File: src/rtl/free_list.sv
// Circular free list of physical register tags for rename, with speculative/committed head and mispredict rewind.
// Optional FREE_LIST_CHECK_EN adds a sticky dbg_error output for overflow and tag-0 frees.

module free_list_lane #(
  parameter int WIDTH = 3,
  parameter int LANE  = 0,
  parameter int TAG_W = 6
) (
  input  logic [WIDTH-1:0] alloc_req,
  input  logic [WIDTH-1:0] free_en,
  input  logic [TAG_W-1:0] head_lo,
  input  logic [TAG_W-1:0] tail_lo,
  output logic [TAG_W-1:0] rd_idx,
  output logic [TAG_W-1:0] wr_idx
);
  // Each lane offsets its slot by the number of active lower-numbered lanes.
  always_comb begin
    rd_idx = head_lo;
    wr_idx = tail_lo;
    for (int j = 0; j < WIDTH; j++) begin
      if (j < LANE) begin
        rd_idx = rd_idx + TAG_W'(alloc_req[j]);
        wr_idx = wr_idx + TAG_W'(free_en[j]);
      end
    end
  end
endmodule

module free_list #(
  parameter int WIDTH     = 3,
  parameter int PHYS_REGS = 64,
  parameter int ARCH_REGS = 32,
  localparam int TAG_W    = $clog2(PHYS_REGS),
  localparam int PW       = TAG_W + 1
) (
  input  logic                        clock,
  input  logic                        reset_n,
  input  logic [WIDTH-1:0]            alloc_req,
  output logic [WIDTH-1:0][TAG_W-1:0] alloc_tags,
  output logic                        alloc_ok,
  output logic [PW-1:0]               avail_count,
  input  logic [WIDTH-1:0]            free_en,
  input  logic [WIDTH-1:0][TAG_W-1:0] free_tags,
`ifdef FREE_LIST_CHECK_EN
  output logic                        dbg_error,
`endif
  input  logic                        mispredict
);
  localparam int INIT_FREE = PHYS_REGS - ARCH_REGS;

  function automatic logic [PW-1:0] popcnt(input logic [WIDTH-1:0] v);
    popcnt = '0;
    for (int i = 0; i < WIDTH; i++) popcnt = popcnt + PW'(v[i]);
  endfunction

  logic [TAG_W-1:0] mem [PHYS_REGS];
  logic [PW-1:0] head, arch_head, tail;
  logic [PW-1:0] head_n, arch_head_n, tail_n, n_alloc, n_free;
  logic [WIDTH-1:0][TAG_W-1:0] rd_idx, wr_idx;

  assign avail_count = tail - head;
  assign n_alloc     = popcnt(alloc_req);
  assign n_free      = popcnt(free_en);
  assign alloc_ok    = (n_alloc <= avail_count);
  assign arch_head_n = arch_head + n_free;
  assign tail_n      = tail + n_free;
  // Rewind lands on the committed head after this cycle's retires.
  assign head_n      = mispredict ? arch_head_n : (alloc_ok ? head + n_alloc : head);

  for (genvar i = 0; i < WIDTH; i++) begin : g_lane
    free_list_lane #(.WIDTH(WIDTH), .LANE(i), .TAG_W(TAG_W)) u_lane (
      .alloc_req (alloc_req),
      .free_en   (free_en),
      .head_lo   (head[TAG_W-1:0]),
      .tail_lo   (tail[TAG_W-1:0]),
      .rd_idx    (rd_idx[i]),
      .wr_idx    (wr_idx[i])
    );
    assign alloc_tags[i] = alloc_req[i] ? mem[rd_idx[i]] : '0;
  end

  always_ff @(posedge clock or negedge reset_n) begin
    if (!reset_n) begin
      head      <= '0;
      arch_head <= '0;
      tail      <= PW'(INIT_FREE);
    end else begin
      head      <= head_n;
      arch_head <= arch_head_n;
      tail      <= tail_n;
    end
  end

  // Writes land behind tail, so this cycle's reads never see them.
  always_ff @(posedge clock or negedge reset_n) begin
    if (!reset_n) begin
      for (int k = 0; k < PHYS_REGS; k++)
        mem[k] <= (k < INIT_FREE) ? TAG_W'(ARCH_REGS + k) : '0;
    end else begin
      for (int i = 0; i < WIDTH; i++)
        if (free_en[i]) mem[wr_idx[i]] <= free_tags[i];
    end
  end

`ifdef FREE_LIST_CHECK_EN
  logic err;
  always_comb begin
    err = 1'b0;
    if ((tail_n - head_n) > PW'(PHYS_REGS - 1)) err = 1'b1;
    for (int i = 0; i < WIDTH; i++)
      if (free_en[i] && free_tags[i] == '0) err = 1'b1;
  end

  always_ff @(posedge clock or negedge reset_n) begin
    if (!reset_n) dbg_error <= 1'b0;
    else if (err) begin
      dbg_error <= 1'b1;
`ifndef SYNTHESIS
      $error("free_list: overflow or tag-0 free");
`endif
    end
  end
`endif
endmodule

File: config.mk
export PLATFORM = sky130hd
export DESIGN_NAME = free_list
export DESIGN_NICKNAME = d
export VERILOG_FILES = /design/src/rtl/free_list.sv
export SDC_FILE = /design/constraint.sdc
export NUM_CORES = 2
export LEC_CHECK = 0
export CAP_MARGIN = 20
export CORE_UTILIZATION = 40
export CTS_BUF_LIST = sky130_fd_sc_hd__clkbuf_8
export CTS_CLUSTER_SIZE = 40
export DETAILED_ROUTE_END_ITERATION = 8
export MAX_ROUTING_LAYER = met4
export PLACE_DENSITY_LB_ADDON = 0.25
export SYNTH_ARGS = -nofsm -noshare
export SYNTH_HDL_FRONTEND = slang
export SYNTH_SLANG_ARGS = --single-unit
File: constraint.sdc
create_clock -name clock -period 3.75 [get_ports clock]
set_input_delay 0.375 -clock clock [delete_from_list [all_inputs] [get_ports clock]]
set_output_delay 0.375 -clock clock [all_outputs]
set_load 0.05 [all_outputs]
==> metrics.md <==
| Metric | Value |
|---|---|
| #FFs+latches synth | 405 |
| Synth warnings | 0 |
| Reg2Reg Depth | 12 |
| Worst flop-to-flop path endpoint | mem[89] |
| Top FF cell, synth | dfrtp_1 |
| M2 GR Usage | 0.565 |
| Max FO, Critical Path | 5 |
| Reg2reg start | tail[0] |
| Crit-path cells | ha_4 > buf_8 > buf_12 > buf_12 > mux4_2 > mux4_2 > mux4_2 > and2_4 > buf_6 |
| Clk buf depth | 3 |
| Worst path slowest cell | mux4_2 |
| Met1 global-route usage | 0.519 |
| Async SR Flop Fraction | 1.00 |
| Largest net degree at the start of global routing | 100 |
| Syn_nets | approximately 3200 |
| Initial antenna violation count | 13 |
| # rows | 107 |
| PnR Total Power | 47100 uW |
| Slew margin rel. | 0.234 |
| Area growth, synth to finish | 20.8% |
| Die height | 296 um |
| Slew Limit Fails | 0 |
| Startpoint Class | flip-flop |
| Yosys cell types | 63 |
| Final Hold Vio Count | 0 |
| Remaining global-route overflow | 0 |
| Unrepaired setup endpoints after global routing | yes |
| Synth Instances | between 3000 and 4000 |
| Final hold slack | ~0.28 ns |
| Max VDD drop | between 1000 and 1500 uV |
| Max cap viols | 0 |
| Fin crit share | 1.16 |
| Mean Syn Cell Area | 10.9 um^2 |
| Top cell by count, worst path | mux4_2 |
| Routed Antenna Nets | 0 |
| Endpoint class of the critical path | output pin |
| CTS tree | yes |
| Post-synthesis sequential area ratio | 0.297 |
| Ranking of synthesized cells by area | mux4_2 23%, dfrtp_1 21%, mux2i_1 13%, mux2_2 11%, dfstp_2 8.6% |
| Largest area contributor in the netlist | mux4_2 |
| Worst EP arrival | approximately 4 ns |
| Yosys top cell area share | 0.226 |
| CTS Buf Count | 83 |
| Fraction of layout cells with a size suffix above 1 | 0.421 |
| Crit Path Class | flip-flop to output pin |
| Die width | ~300 um |
| Die area | 0.0877 mm^2 |
| Routed WL | roughly 170000 um |
| Avg WL per Cell | approximately 36 um |
| Setup WS post-layout | -0.591 ns |
| Vias in the first global route | 29879 |
| Clock sinks | between 400 and 500 |
| GRT busiest layer | met2 |
| CTS root buf | clkbuf_8 |
| Period minus WS final | roughly 4.3 ns |
| Fmax | 230 MHz |
| Number of port buffers | 52 |
| Data required, critical path | about 3.4 ns |
| Status | complete, but fails checks |
| Pre-antenna DRT Iters | 6 |
| Worst path bufs/invs | 4 |
| Delay of the slowest cell on the worst path | 0.58 ns |
| Final Skew | between 0.04 and 0.05 ns |
| Clk_lat worst skew | 0.75 ns |
| Violated checks | setup timing |
| Via count | 30815 |
| Global-route wire length before repair | between 200000 and 250000 um |
| Worst hold path type | primary input to flip-flop |
| Post-route DRC | 0 |
| Static Leak | 0.0175 uW |
| Final #Nets | 3462 |
| CP endpoint | alloc_tags[11] |
| H-Tree Depth | 3 |
| CP top delay family | multiplexers |
| Setup WS pre-CTS | -0.437 ns |
| Global-route usage over all layers | 0.389 |
| Levels on crit path | 9 |
| Iter 0 DRT Violations | approximately 4000 |
| Clock transition at the registers of the reported paths | 0.06 ns |
| Post-synth EDFFs | 0 |
| PD cells | ~1100 mW/mm^2 |
| Dpl hpwl | between 100000 and 150000 um |
| GR Util met3 | 0.0863 |
| Slew @ Worst Pin | between 1 and 1.5 ns |
| Ports | 53 |
| Reg2Reg Setup Slack | about 0.03 ns |
| Initial Util | 0.405 |
| Final setup violating endpoints | 19 |
| Fillers | slightly below 8000 |
| Post-synth design cell area | ~0.035 mm^2 |
| GP Congestion | approximately 1.0 |
| Worst setup path start | head[0] |
| Core area | between 0.08 and 0.09 mm^2 |
| Drt via density | between 6 and 7 |
-- cell usage after synthesis (7+ instances only) --
cell / number
buf_1: 35
xor2_1: 11
mux2_2: 342
mux2_1: 42
inv_1: 14
mux2i_1: 440
mux4_2: 348
nor3_1: 41
a21oi_1: 203
dfstp_2: 113
buf_2: 44
and2_1: 21
a21o_1: 8
a2bb2oi_1: 7
nand2b_1: 9
xnor2_1: 14
nor2_1: 262
o21ai_0: 198
nand3_1: 66
nand2_1: 299
dfrtp_1: 292
and3_1: 8
clkbuf_1: 226
nor2_2: 12
ha_1: 22
-- state kept, by name, summed over array words and instances (netlist names) --
signal / cells
mem: 384
head: 7
tail: 7
arch_head: 7
-- metal layers --
| metal | up-vias | share of wire |
|---|---|---|
| met2 | 2015 | 0.44 |
| met4 | 0 | 0.047 |
| met5 | - | 0 |
| met3 | 388 | 0.10 |
| li1 | 12433 | - |
| met1 | 15979 | 0.41 |
-- report_power, final --
part           leakage [uW]  internal, uW  total, uW  switching [uW]
combinational        0.0117         16300      32100           15700
clock              0.000951          2500       4740            2240
sequential          0.00486          6820      10300            3490
total                0.0175         25700      47100           21500
-- tightest hold or removal path, cell delays in order --
cell and delay (ns):
buf_2 0.37, nand2_1 0.15, o21ai_0 0.07
-- per-stage QoR --
step                      cells  setup TNS (ns)  cell area, um^2   util
after detailed placement   4411          -29.39            38700  0.453
after global routing       4617          -10.82            41800  0.490
after global placement     4411          -29.51            38700  0.453
after CTS                  4593          -10.38            41400  0.484
after floorplan            3178               0            34600      -
final                      4617           -9.48            41800  0.490
-- what timing repair did --
action,CTS,global route
hold endpoints to repair,76,0
gates resized for setup,103,65
hold buffers,1,0
cloned,12,4
pin swaps,17,15
endpoints found under the setup margin,29,44
setup buffers,30,17
-- kinds of logic after synthesis --
group           count (synthesis)  share of synthesized area
buf+inv                       333                     0.0394
compound gates                450                     0.0704
flops                         405                      0.297
simple gates                  760                     0.0945
xor+xnor                       30                    0.00868
fa+ha+maj                      28                     0.0114
mux                          1172                      0.479
-- how the worst min path moves through the flow --
stage | startpoint | to | slack (ns) | depth (start not counted)
floorplan | reset_n | arch_head[0] | 0.08 | 0
global placement | arch_head[6] | arch_head[6] | 0.48 | 1
detailed placement | arch_head[6] | arch_head[6] | 0.48 | 1
CTS | free_tags[17] | mem[329] | 0.20 | 3
global route | free_tags[17] | mem[329] | 0.29 | 3
finish | free_tags[17] | mem[329] | 0.28 | 3
-- area by class of cell --
cell class / count / area (um^2) / area share
multi-input cells: 2440 / 23400 / 0.559
flip-flops and latches: 405 / 10300 / 0.246
repair buffers: 460 / 5010 / 0.120
well taps: 1144 / 1430 / 0.0342
clock buffers: 98 / 1350 / 0.0323
clock inverters: 45 / 269 / 0.00643
inverters: 17 / 63.8 / 0.00153
diodes: 8 / 20.0 / 0.000479
-- layout by cell type, fill, tap and decap left out, types with 7 or more instances in the layout --
master           instances
buf_8                   12
buf_2                   16
buf_16                  17
nand2_1                298
mux2_2                 339
nor2_1                 259
dfstp_2                113
mux2_1                  42
a21oi_1                202
clkdlybuf4s50_1          9
xor2_1                   9
mux2i_1                427
xnor2_1                 12
dfrtp_1                290
and3_1                   7
nor2_2                  15
o21ai_0                195
buf_4                  295
a21o_1                   8
nand2b_1                 9
buf_12                  77
a2bb2oi_1                7
and2_1                  10
clkbuf_8                98
mux2i_2                  8
nand3_1                 65
and2_4                  11
ha_1                    16
mux4_2                 348
nor3_1                  40
inv_1                   44
diode_2                  8
buf_6                   28
Power figures use the tool's default switching activity.
